File: src/rtl/systolic_host_if.sv
// systolic_host_if: byte-wide host port for an NxN systolic matrix-multiply core.
// Holds operands A/B and result snapshot R, sequences IDLE/RUN/DONE runs with a
// watchdog, a sticky error flag and a registered one-cycle read path.
module systolic_host_if #(
    parameter int unsigned N       = 4,
    parameter int unsigned A_W     = 16,
    parameter int unsigned B_W     = 8,
    parameter int unsigned R_W     = 32,
    parameter int unsigned ADDR_W  = 8,
    parameter int unsigned TIMEOUT = 1023
) (
    input  logic                 clk,
    input  logic                 rst_n,
    input  logic [ADDR_W-1:0]    addr,
    input  logic                 wr_en,
    input  logic [7:0]           wr_data,
    input  logic                 rd_en,
    output logic [7:0]           rd_data,
    output logic                 rd_valid,
    input  logic                 start,
    output logic                 ready,
    output logic                 done,
    output logic                 err,
    output logic                 core_start,
    output logic [N*N*A_W-1:0]   core_a,
    output logic [N*N*B_W-1:0]   core_b,
    input  logic [N*N*R_W-1:0]   core_result,
    input  logic                 core_done
);

    localparam int unsigned AB        = A_W / 8;
    localparam int unsigned BB        = B_W / 8;
    localparam int unsigned RB        = R_W / 8;
    localparam int unsigned A_BYTES   = N * N * AB;
    localparam int unsigned B_BYTES   = N * N * BB;
    localparam int unsigned R_BYTES   = N * N * RB;
    localparam int unsigned B_BASE    = A_BYTES;
    localparam int unsigned R_BASE    = B_BASE + B_BYTES;
    localparam int unsigned R_END     = R_BASE + R_BYTES;
    localparam int unsigned CTRL_ADDR = (32'd1 << ADDR_W) - 32'd2;
    localparam int unsigned STAT_ADDR = (32'd1 << ADDR_W) - 32'd1;
    localparam int unsigned CNT_W     = (TIMEOUT > 0) ? $clog2(TIMEOUT + 1) : 1;

    typedef enum logic [1:0] {
        StIdle,
        StRun,
        StDone
    } state_e;

    state_e state_q, state_d;

    logic [N*N*A_W-1:0] a_q, a_d;
    logic [N*N*B_W-1:0] b_q, b_d;
    logic [N*N*R_W-1:0] r_q, r_d;
    logic [CNT_W-1:0]   cnt_q, cnt_d;
    logic               err_q, err_d;
    logic               timeout_q, timeout_d;
    logic               core_start_q, core_start_d;
    logic [7:0]         rd_data_q, rd_data_d;
    logic               rd_valid_q, rd_valid_d;

    // Address decode. Operand/result storage is kept as flat little-endian byte
    // vectors, so a region byte offset maps directly onto bit offset*8.
    logic [31:0] addr_u;
    logic [31:0] a_off, b_off, r_off;
    logic        in_a, in_b, in_r, is_ctrl, is_stat;

    assign addr_u  = 32'(addr);
    assign a_off   = addr_u;
    assign b_off   = addr_u - B_BASE;
    assign r_off   = addr_u - R_BASE;
    assign in_a    = (addr_u < A_BYTES);
    assign in_b    = (addr_u >= B_BASE) && (addr_u < R_BASE);
    assign in_r    = (addr_u >= R_BASE) && (addr_u < R_END);
    assign is_ctrl = (addr_u == CTRL_ADDR);
    assign is_stat = (addr_u == STAT_ADDR);

    // Control strobes and run events.
    logic ctrl_wr, start_req, clr_done, clr_err;
    logic run, opnd_wr, capture, timeout_hit, launch, err_event;
    logic busy;
    logic [7:0] status;

    assign ctrl_wr     = wr_en & is_ctrl;
    assign start_req   = start | (ctrl_wr & wr_data[0]);
    assign clr_done    = ctrl_wr & wr_data[1];
    assign clr_err     = ctrl_wr & wr_data[2];
    assign run         = (state_q == StRun);
    assign opnd_wr     = wr_en & (in_a | in_b);
    assign capture     = run & core_done;
    // core_done has priority over a coinciding watchdog expiry.
    assign timeout_hit = run & ~core_done & (cnt_q == CNT_W'(TIMEOUT));
    assign launch      = start_req & ~run;
    assign err_event   = (run & (opnd_wr | start_req)) | timeout_hit;

    // FSM state register.
    always_ff @(posedge clk or negedge rst_n) begin
        if (!rst_n) begin
            state_q <= StIdle;
        end else begin
            state_q <= state_d;
        end
    end

    // FSM next-state logic; in DONE a start request beats clear_done.
    always_comb begin
        state_d = state_q;
        unique case (state_q)
            StIdle: begin
                if (start_req) state_d = StRun;
            end
            StRun: begin
                if (core_done || timeout_hit) state_d = StDone;
            end
            StDone: begin
                if (start_req) begin
                    state_d = StRun;
                end else if (clr_done) begin
                    state_d = StIdle;
                end
            end
            default: state_d = StIdle;
        endcase
    end

    // FSM outputs: handshake levels and the core start pulse request.
    always_comb begin
        ready        = 1'b0;
        done         = 1'b0;
        busy         = 1'b0;
        core_start_d = 1'b0;
        unique case (state_q)
            StIdle: begin
                ready        = 1'b1;
                core_start_d = start_req;
            end
            StRun: begin
                busy = 1'b1;
            end
            StDone: begin
                ready        = 1'b1;
                done         = 1'b1;
                core_start_d = start_req;
            end
            default: begin
                ready = 1'b0;
            end
        endcase
    end

    assign status = {4'b0000, timeout_q, err_q, done, busy};

    // Operand writes are locked out while a run is in progress.
    always_comb begin
        a_d = a_q;
        b_d = b_q;
        if (wr_en && !run) begin
            if (in_a) begin
                a_d[a_off*8 +: 8] = wr_data;
            end else if (in_b) begin
                b_d[b_off*8 +: 8] = wr_data;
            end
        end
    end

    // Result snapshot is taken only on core_done inside a run.
    always_comb begin
        r_d = r_q;
        if (capture) begin
            r_d = core_result;
        end
    end

    // Watchdog counter: zero at run entry, counts every run cycle.
    always_comb begin
        cnt_d = cnt_q;
        if (launch) begin
            cnt_d = '0;
        end else if (run) begin
            cnt_d = cnt_q + 1'b1;
        end
    end

    // Sticky flags; a same-cycle error event overrides clear_err.
    always_comb begin
        err_d     = err_q;
        timeout_d = timeout_q;
        if (err_event) begin
            err_d = 1'b1;
        end else if (clr_err) begin
            err_d = 1'b0;
        end
        if (timeout_hit) begin
            timeout_d = 1'b1;
        end else if (clr_err || (launch && state_q == StDone)) begin
            timeout_d = 1'b0;
        end
    end

    // Read mux samples pre-write state; rd_data holds between reads.
    always_comb begin
        rd_valid_d = rd_en;
        rd_data_d  = rd_data_q;
        if (rd_en) begin
            rd_data_d = 8'h00;
            if (in_a) begin
                rd_data_d = a_q[a_off*8 +: 8];
            end else if (in_b) begin
                rd_data_d = b_q[b_off*8 +: 8];
            end else if (in_r) begin
                rd_data_d = r_q[r_off*8 +: 8];
            end else if (is_stat) begin
                rd_data_d = status;
            end
        end
    end

    // Datapath and flag registers.
    always_ff @(posedge clk or negedge rst_n) begin
        if (!rst_n) begin
            a_q          <= '0;
            b_q          <= '0;
            r_q          <= '0;
            cnt_q        <= '0;
            err_q        <= 1'b0;
            timeout_q    <= 1'b0;
            core_start_q <= 1'b0;
            rd_data_q    <= 8'h00;
            rd_valid_q   <= 1'b0;
        end else begin
            a_q          <= a_d;
            b_q          <= b_d;
            r_q          <= r_d;
            cnt_q        <= cnt_d;
            err_q        <= err_d;
            timeout_q    <= timeout_d;
            core_start_q <= core_start_d;
            rd_data_q    <= rd_data_d;
            rd_valid_q   <= rd_valid_d;
        end
    end

    assign core_a     = a_q;
    assign core_b     = b_q;
    assign core_start = core_start_q;
    assign err        = err_q;
    assign rd_data    = rd_data_q;
    assign rd_valid   = rd_valid_q;

endmodule
File: config.mk
export PLATFORM = sky130hd
export DESIGN_NAME = systolic_host_if
export DESIGN_NICKNAME = d
export VERILOG_FILES = /design/src/rtl/systolic_host_if.sv
export SDC_FILE = /design/constraint.sdc
export NUM_CORES = 2
export LEC_CHECK = 0
export CORE_AREA = 4 4 358 360
export CTS_CLUSTER_DIAMETER = 80
export DETAILED_ROUTE_END_ITERATION = 8
export DIE_AREA = 0 0 362 364
export PLACE_DENSITY_LB_ADDON = 0.3
export SLEW_MARGIN = 20
export SYNTH_ARGS = -nofsm -noshare
export SYNTH_HDL_FRONTEND = slang
export SYNTH_SLANG_ARGS = --single-unit
File: constraint.sdc
create_clock -name clk -period 4.5 [get_ports clk]
set_clock_uncertainty 0.2 [all_clocks]
set_input_delay 0.675 -clock clk [delete_from_list [all_inputs] [get_ports clk]]
set_output_delay 0.675 -clock clk [all_outputs]
set_load 0.02 [all_outputs]
# Word-level counts from Yosys, hierarchy flattened
# Cells that the tools add are included.
# totals
reg_bits,920
latchBits,0
mem_bits_rw,0
romBits,0
in_bits,534
output_inout_bits,397
word_cells,88
memories,0
# op_classes
add_sub_neg,5
n_mul,0
div_mod_pow,0
order_cmp,5
eq_ne,8
shift,7
muxes,21
bitwise_logic,17
n_reduce_logical,15
# op_table
cell,n
$shiftx A512 B33 Y8,1
$bwmux W256,1
$shift A8 B34 Y256 const A,1
$shiftx A256 B12 Y8,1
$shiftx A8 B34 Y256,1
$bwmux W128,1
$shift A8 B34 Y128 const A,1
$shiftx A128 B33 Y8,1
$shiftx A8 B34 Y128,1
$neg A11 Y34,1
$neg A32 Y34,1
$mux W8,3
$mux W10,2
$sub A8 B6 Y9 const B,2
$eq A8 B8 Y1 const B,2
$ge A8 B6 Y1 const B,2
$lt A8 B6 Y1 const B,2
$add A10 B1 Y10 const B,1
$and A1 B1 Y1,10
$eq A10 B10 Y1 const B,1
$lt A8 B7 Y1 const B,1
$mux W1,8
$mux W2,4
$pmux W2 S3,1
16 further kinds,28

# Logic depth before layout (Yosys ltp)
# depth
word_depth,9
mapped_depth,20
mapped_depth_nobuf,15

# Least setup slack after synthesis
# Ideal clock, no wire load.
# synth_path
kind,input -> register
from,input addr[0]
to,register b_q[32] (netlist: core_b[32])
setup_time_ps,125
arrival_ps,4389
t_required_ps,4175
setup_slack_ps,-214
stages,18
n_path_buf,5
path_cell_list,buf_6 buf_6 buf_6 inv_2 buf_2 ha_1 nor3b_2 and4_1 inv_2 nor2_1 inv_1 ha_1 or4_1 nor4_4 o211ai_4 or3_1 buf_6 mux2_4
# synth_between
elab_chain_len,4
word_cells_on_any_way,11
classes_between,2 x add/sub; 3 x order compare; 2 x shift; 1 x mux; 1 x bitwise; 2 x reduce/logical
# synth_rtl
element,line_no,rtl
from (decl),14,"input logic [ADDR_W-1:0] addr,"
$sub A8 B6 Y9,70,assign b_off = addr_u - B_BASE;
$neg A32 Y34,161,b_d[b_off*8 +: 8] = wr_data;
$shiftx A8 B34 Y128 or $shift A8 B34 Y128 (tied branches),161,
$bwmux W128,161,
to (signal assigned),222,b_q <= '0;
to (signal assigned),232,b_q <= b_d;
to (decl),53,"logic [N*N*B_W-1:0] b_q, b_d;"
# Parallel ways exist; a longest one is shown, timed or not.
# A chain may end at the register's enable or synchronous reset.

# Worst setup path after layout
# layout_path
from,input addr[5]
to,register b_q[106] (netlist: core_b[106])
# Same word-level chain as after synthesis.

==> impl_metrics.yaml <==
yosys:
  syn_avg_cell_area_sq_um: 13.56
  synth_edf_count: 0
  synth_fp_nets: 3758
  syn_area_sq_um: 43470
  synth.distinct_cells: 71
  synthTopCellsByArea: "dfrtp_1 53%, mux2_2 18%, mux4_2 11%"
  ys_seq_area_share_pct: 52.96
  syn_inst: 3205
  yosys.area.top_type: "dfrtp_1"
  yosysWarningCount: 0
  yosysTopAreaCellShare_pct: 52.96
  synth_flop_cell: "dfrtp_1"
  ys_async_sr_fraction_pct: 100.0
  ys_ff_latch: 920
detailed_routing:
  drc_errors: 0
  wl_mm: 176.9
  first_iter_violations: 2662
  routed_via_density: 5.484
  ant_nets: 0
  num_vias: 32730
  wire_per_inst_um: 29.64
  dr.pass1.iters: 6
pwr:
  clockPowerShare_pct: 34.2
  ir_drop_mv: 0.3098
  p_per_area_nw_per_um2: 444.3
  seqPwrFrac_pct: 44.1
  p_int_w: 0.01924
  power.switching_w: 0.007078
  power.leakage_nw: 24.60
  swShare_pct: 26.89
  combPwrFrac_pct: 21.7
setup_path:
  timing.rr.end: "core_a[248]$_DFFE_PN0P_"
  reg2reg_depth: 6
  cp_cell_sequence: "clkdlybuf4s50_1 -> inv_1 -> ha_1 -> ha_1 -> nand4_1 -> nor2_1 -> inv_1 -> ha_1 -> or4_4 -> nor4_4 -> buf_4 -> buf_4 -> o221a_2 -> nand4_1 -> o21ai_0"
  path_class: "primary input to flip-flop"
  critPathLaunch: "addr[5]"
  critPathMostFrequentCell: "ha_1"
  slowest_delay_ns: 0.53
  required_ns: 4.91
  r2r-start: "state_q[0]$_DFFE_PN0P_"
  worst-path-stages: 15
  r2r_slack_ns: 1.28
  cp.buffers_inverters: 5
  cp_top_family: "simple AND/OR/NAND/NOR gates"
  critPathArrivalTime_ns: 4.45
  endpoint_kind: "flip-flop"
  cp_max_fo: 8
  cp-endpoint: "core_b[106]$_DFFE_PN0P_"
  startpoint_type: "primary input"
  slowest_stage: "or4_4"
clock_tree:
  clk_latency_ns: 0.70
  cts.path.max_buffers: 3
  cts.sinks: 920
  cts_root_buf: "clkbuf_16"
  cts_max_level: 3
  cts_buffers: 103
  clk_pin_slew_ns: 0.06
  cts_tree: "done"
  cts_setup_buffers: 0
placed_design:
  port_buffers: 930
  place_ws_ns: -0.1918
  hpwl_mm: 136.9
  gp_routability_congestion: 0.9223
grt:
  first_global_vias: 33690
  grt_pass1_wl_mm: 249.8
  antenna_found_initial: 47
  grt_usage_pct: 26.25
  grt_max_degree: 110
  globalRouteOverflowTotal: 0
final_layout:
  multi_input_area_sq_um: 19300
  fin_nets: 4768
  seqCellArea_sq_um: 23020
  syn2layout_area_growth_pct: 36.26
  n_fill_cell: 11250
  final_core_util_pct: 47.36
  drive_gt1_share_pct: 30.33
floorplan:
  die_w_um: 362
  dieArea_sq_um: 131800
  num_io_pins: 931
  rows: 130
  start_util_pct: 34.76
  core_area_sq_um: 125100
  die_h_um: 364
timing:
  setup_ws_ns: 0.4659
  max-slew-margin-rel_pct: 37.40
  slew_viol_final: 0
  setup_viol: 0
  hold_viol: 0
  period_needed_ns: 4.034
  timing.final.crit_share_pct: 89.65
  max_freq_mhz: 247.9
  tightestPinTransition_ns: 0.9356
  rsz0062_at_grt: "false"
run:
  maxCapViolCount: 0
worst_hold_path:
  hp-class: "flip-flop to flip-flop"
status:
  status: "finished clean"
-- worst min-delay path by stage --
stage | from | end | slack (ns) | depth (start not counted)
global route | cnt_q[9]$_DFFE_PN0P_ | cnt_q[9]$_DFFE_PN0P_ | 0.31 | 1
finish | cnt_q[9]$_DFFE_PN0P_ | cnt_q[9]$_DFFE_PN0P_ | 0.29 | 1
global placement | cnt_q[8]$_DFFE_PN0P_ | cnt_q[8]$_DFFE_PN0P_ | 0.27 | 1
floorplan | rst_n | cnt_q[0]$_DFFE_PN0P_ | 0.18 | 0
CTS | cnt_q[9]$_DFFE_PN0P_ | cnt_q[9]$_DFFE_PN0P_ | 0.29 | 1
detailed placement | cnt_q[9]$_DFFE_PN0P_ | cnt_q[9]$_DFFE_PN0P_ | 0.28 | 1
-- per-stage QoR --
stage          area (sq um)  power, W  TNS [ns]  hold WS [ns]  std cells
3_5_place_dp          55570   0.01751    -14.39        0.2769       5759
6_report              59240   0.02632         0        0.2927       5968
5_1_grt               59210   0.02750         0        0.3098       5957
4_1_cts               59190   0.02657         0        0.2894       5949
3_3_place_gp          55570   0.01731    -11.64        0.2741       5759
2_1_floorplan         43520   0.01513         0        0.1794       3205
-- flip-flops by register name, indices dropped and copies added, names as in the netlist --
register,flops
core_a,256
core_b,128
cnt_q,10
timeout_q,1
rd_valid,1
err,1
r_q,512
rd_data,8
core_start,1
state_q,2
-- synthesized netlist by cell type, types with 6 or more instances --
cell / count
nor3_2: 6
a31oi_1: 10
a21oi_1: 30
mux2i_1: 82
clkbuf_1: 120
o41ai_1: 25
nor4_1: 10
mux2_4: 8
o22ai_1: 15
and3_1: 31
o21ai_0: 114
o31ai_1: 59
dfrtp_1: 920
nor2_1: 80
a221oi_1: 18
nor3_1: 31
nor2b_1: 16
nand4_1: 14
buf_2: 50
mux4_2: 210
nand3_1: 41
o2111ai_1: 10
inv_1: 59
o211ai_1: 12
buf_6: 13
and2_1: 15
ha_1: 19
a2111oi_0: 9
a22oi_1: 45
buf_4: 14
nor2_2: 14
mux2_2: 686
buf_1: 9
nand2b_1: 11
nand2_1: 332
-- kinds of logic (layout without fill, tap and decap cells) --
family,count (synthesis),after routing,synth area share [%]
AND/OR/NAND/NOR,630,630,6.807
other,0,19,0
buffers and inverters,268,1362,2.803
adder cells (fa/ha/maj),19,19,0.5468
flip-flops,920,920,52.96
XOR/XNOR,7,7,0.1583
multiplexers,987,987,30.84
AO/OA/AOI/OAI,374,374,5.886
-- metal layers --
layer,routed length [um],up-vias,GRT usage (%)
met5,253,-,0
met4,6666,36,9.671
met3,15240,320,7.193
met2,88050,1464,45.09
met1,66690,16920,31.67
li1,-,13990,-
-- worst reg2reg max path, cell delays in order, from the launching register on --
cell and delay, ns:
dfrtp_1 0.42, nor2b_1 0.30, a2111o_1 0.57, nor2_1 0.35, nand3_1 0.31, nor2_2 0.55, mux2_2 0.41
-- cell usage in the layout (no fill, tap or decap), types with 15 or more instances in the layout --
master / n
clkbuf_1: 28
buf_12: 23
and2_1: 15
a221oi_1: 18
clkbuf_8: 17
clkdlybuf4s50_1: 923
ha_1: 18
and3_1: 31
a21oi_1: 30
a22oi_1: 45
inv_1: 58
buf_4: 157
diode_2: 19
nor2_2: 16
o22ai_1: 15
nand2_1: 331
mux2_2: 686
nor2_1: 77
dfrtp_1: 920
clkbuf_16: 104
nand3_1: 41
mux2i_1: 82
nor3_1: 31
mux4_2: 210
o31ai_1: 59
o21ai_0: 114
o41ai_1: 25
-- power by group through the flow --
stage | clock network, W | registers, W | logic [W]
global placement | 0 | 0.0116 | 0.00568
floorplan | 0 | 0.0113 | 0.00385
global route | 0.00952 | 0.0118 | 0.00616
detailed placement | 0 | 0.0117 | 0.00579
finish | 0.00900 | 0.0116 | 0.00572
CTS | 0.00918 | 0.0116 | 0.00581
-- what timing repair did --
| action | CTS | global route |
|---|---|---|
| setup endpoints to repair | 0 | 0 |
| hold buffers | 1 | 0 |
| endpoints found under the hold margin | 67 | 0 |
| resized for setup | 0 | 0 |
-- cell type report --
class / count / area share [%]
clock buffer: 149 / 4.966
antenna: 19 / 0.08026
clock inverter: 40 / 1.130
tap: 1650 / 3.485
sequential: 920 / 38.86
multi-input combinational: 2017 / 32.58
timing repair buffer: 1111 / 18.50
inverter: 62 / 0.3971
(Power assumes the default switching activity.)
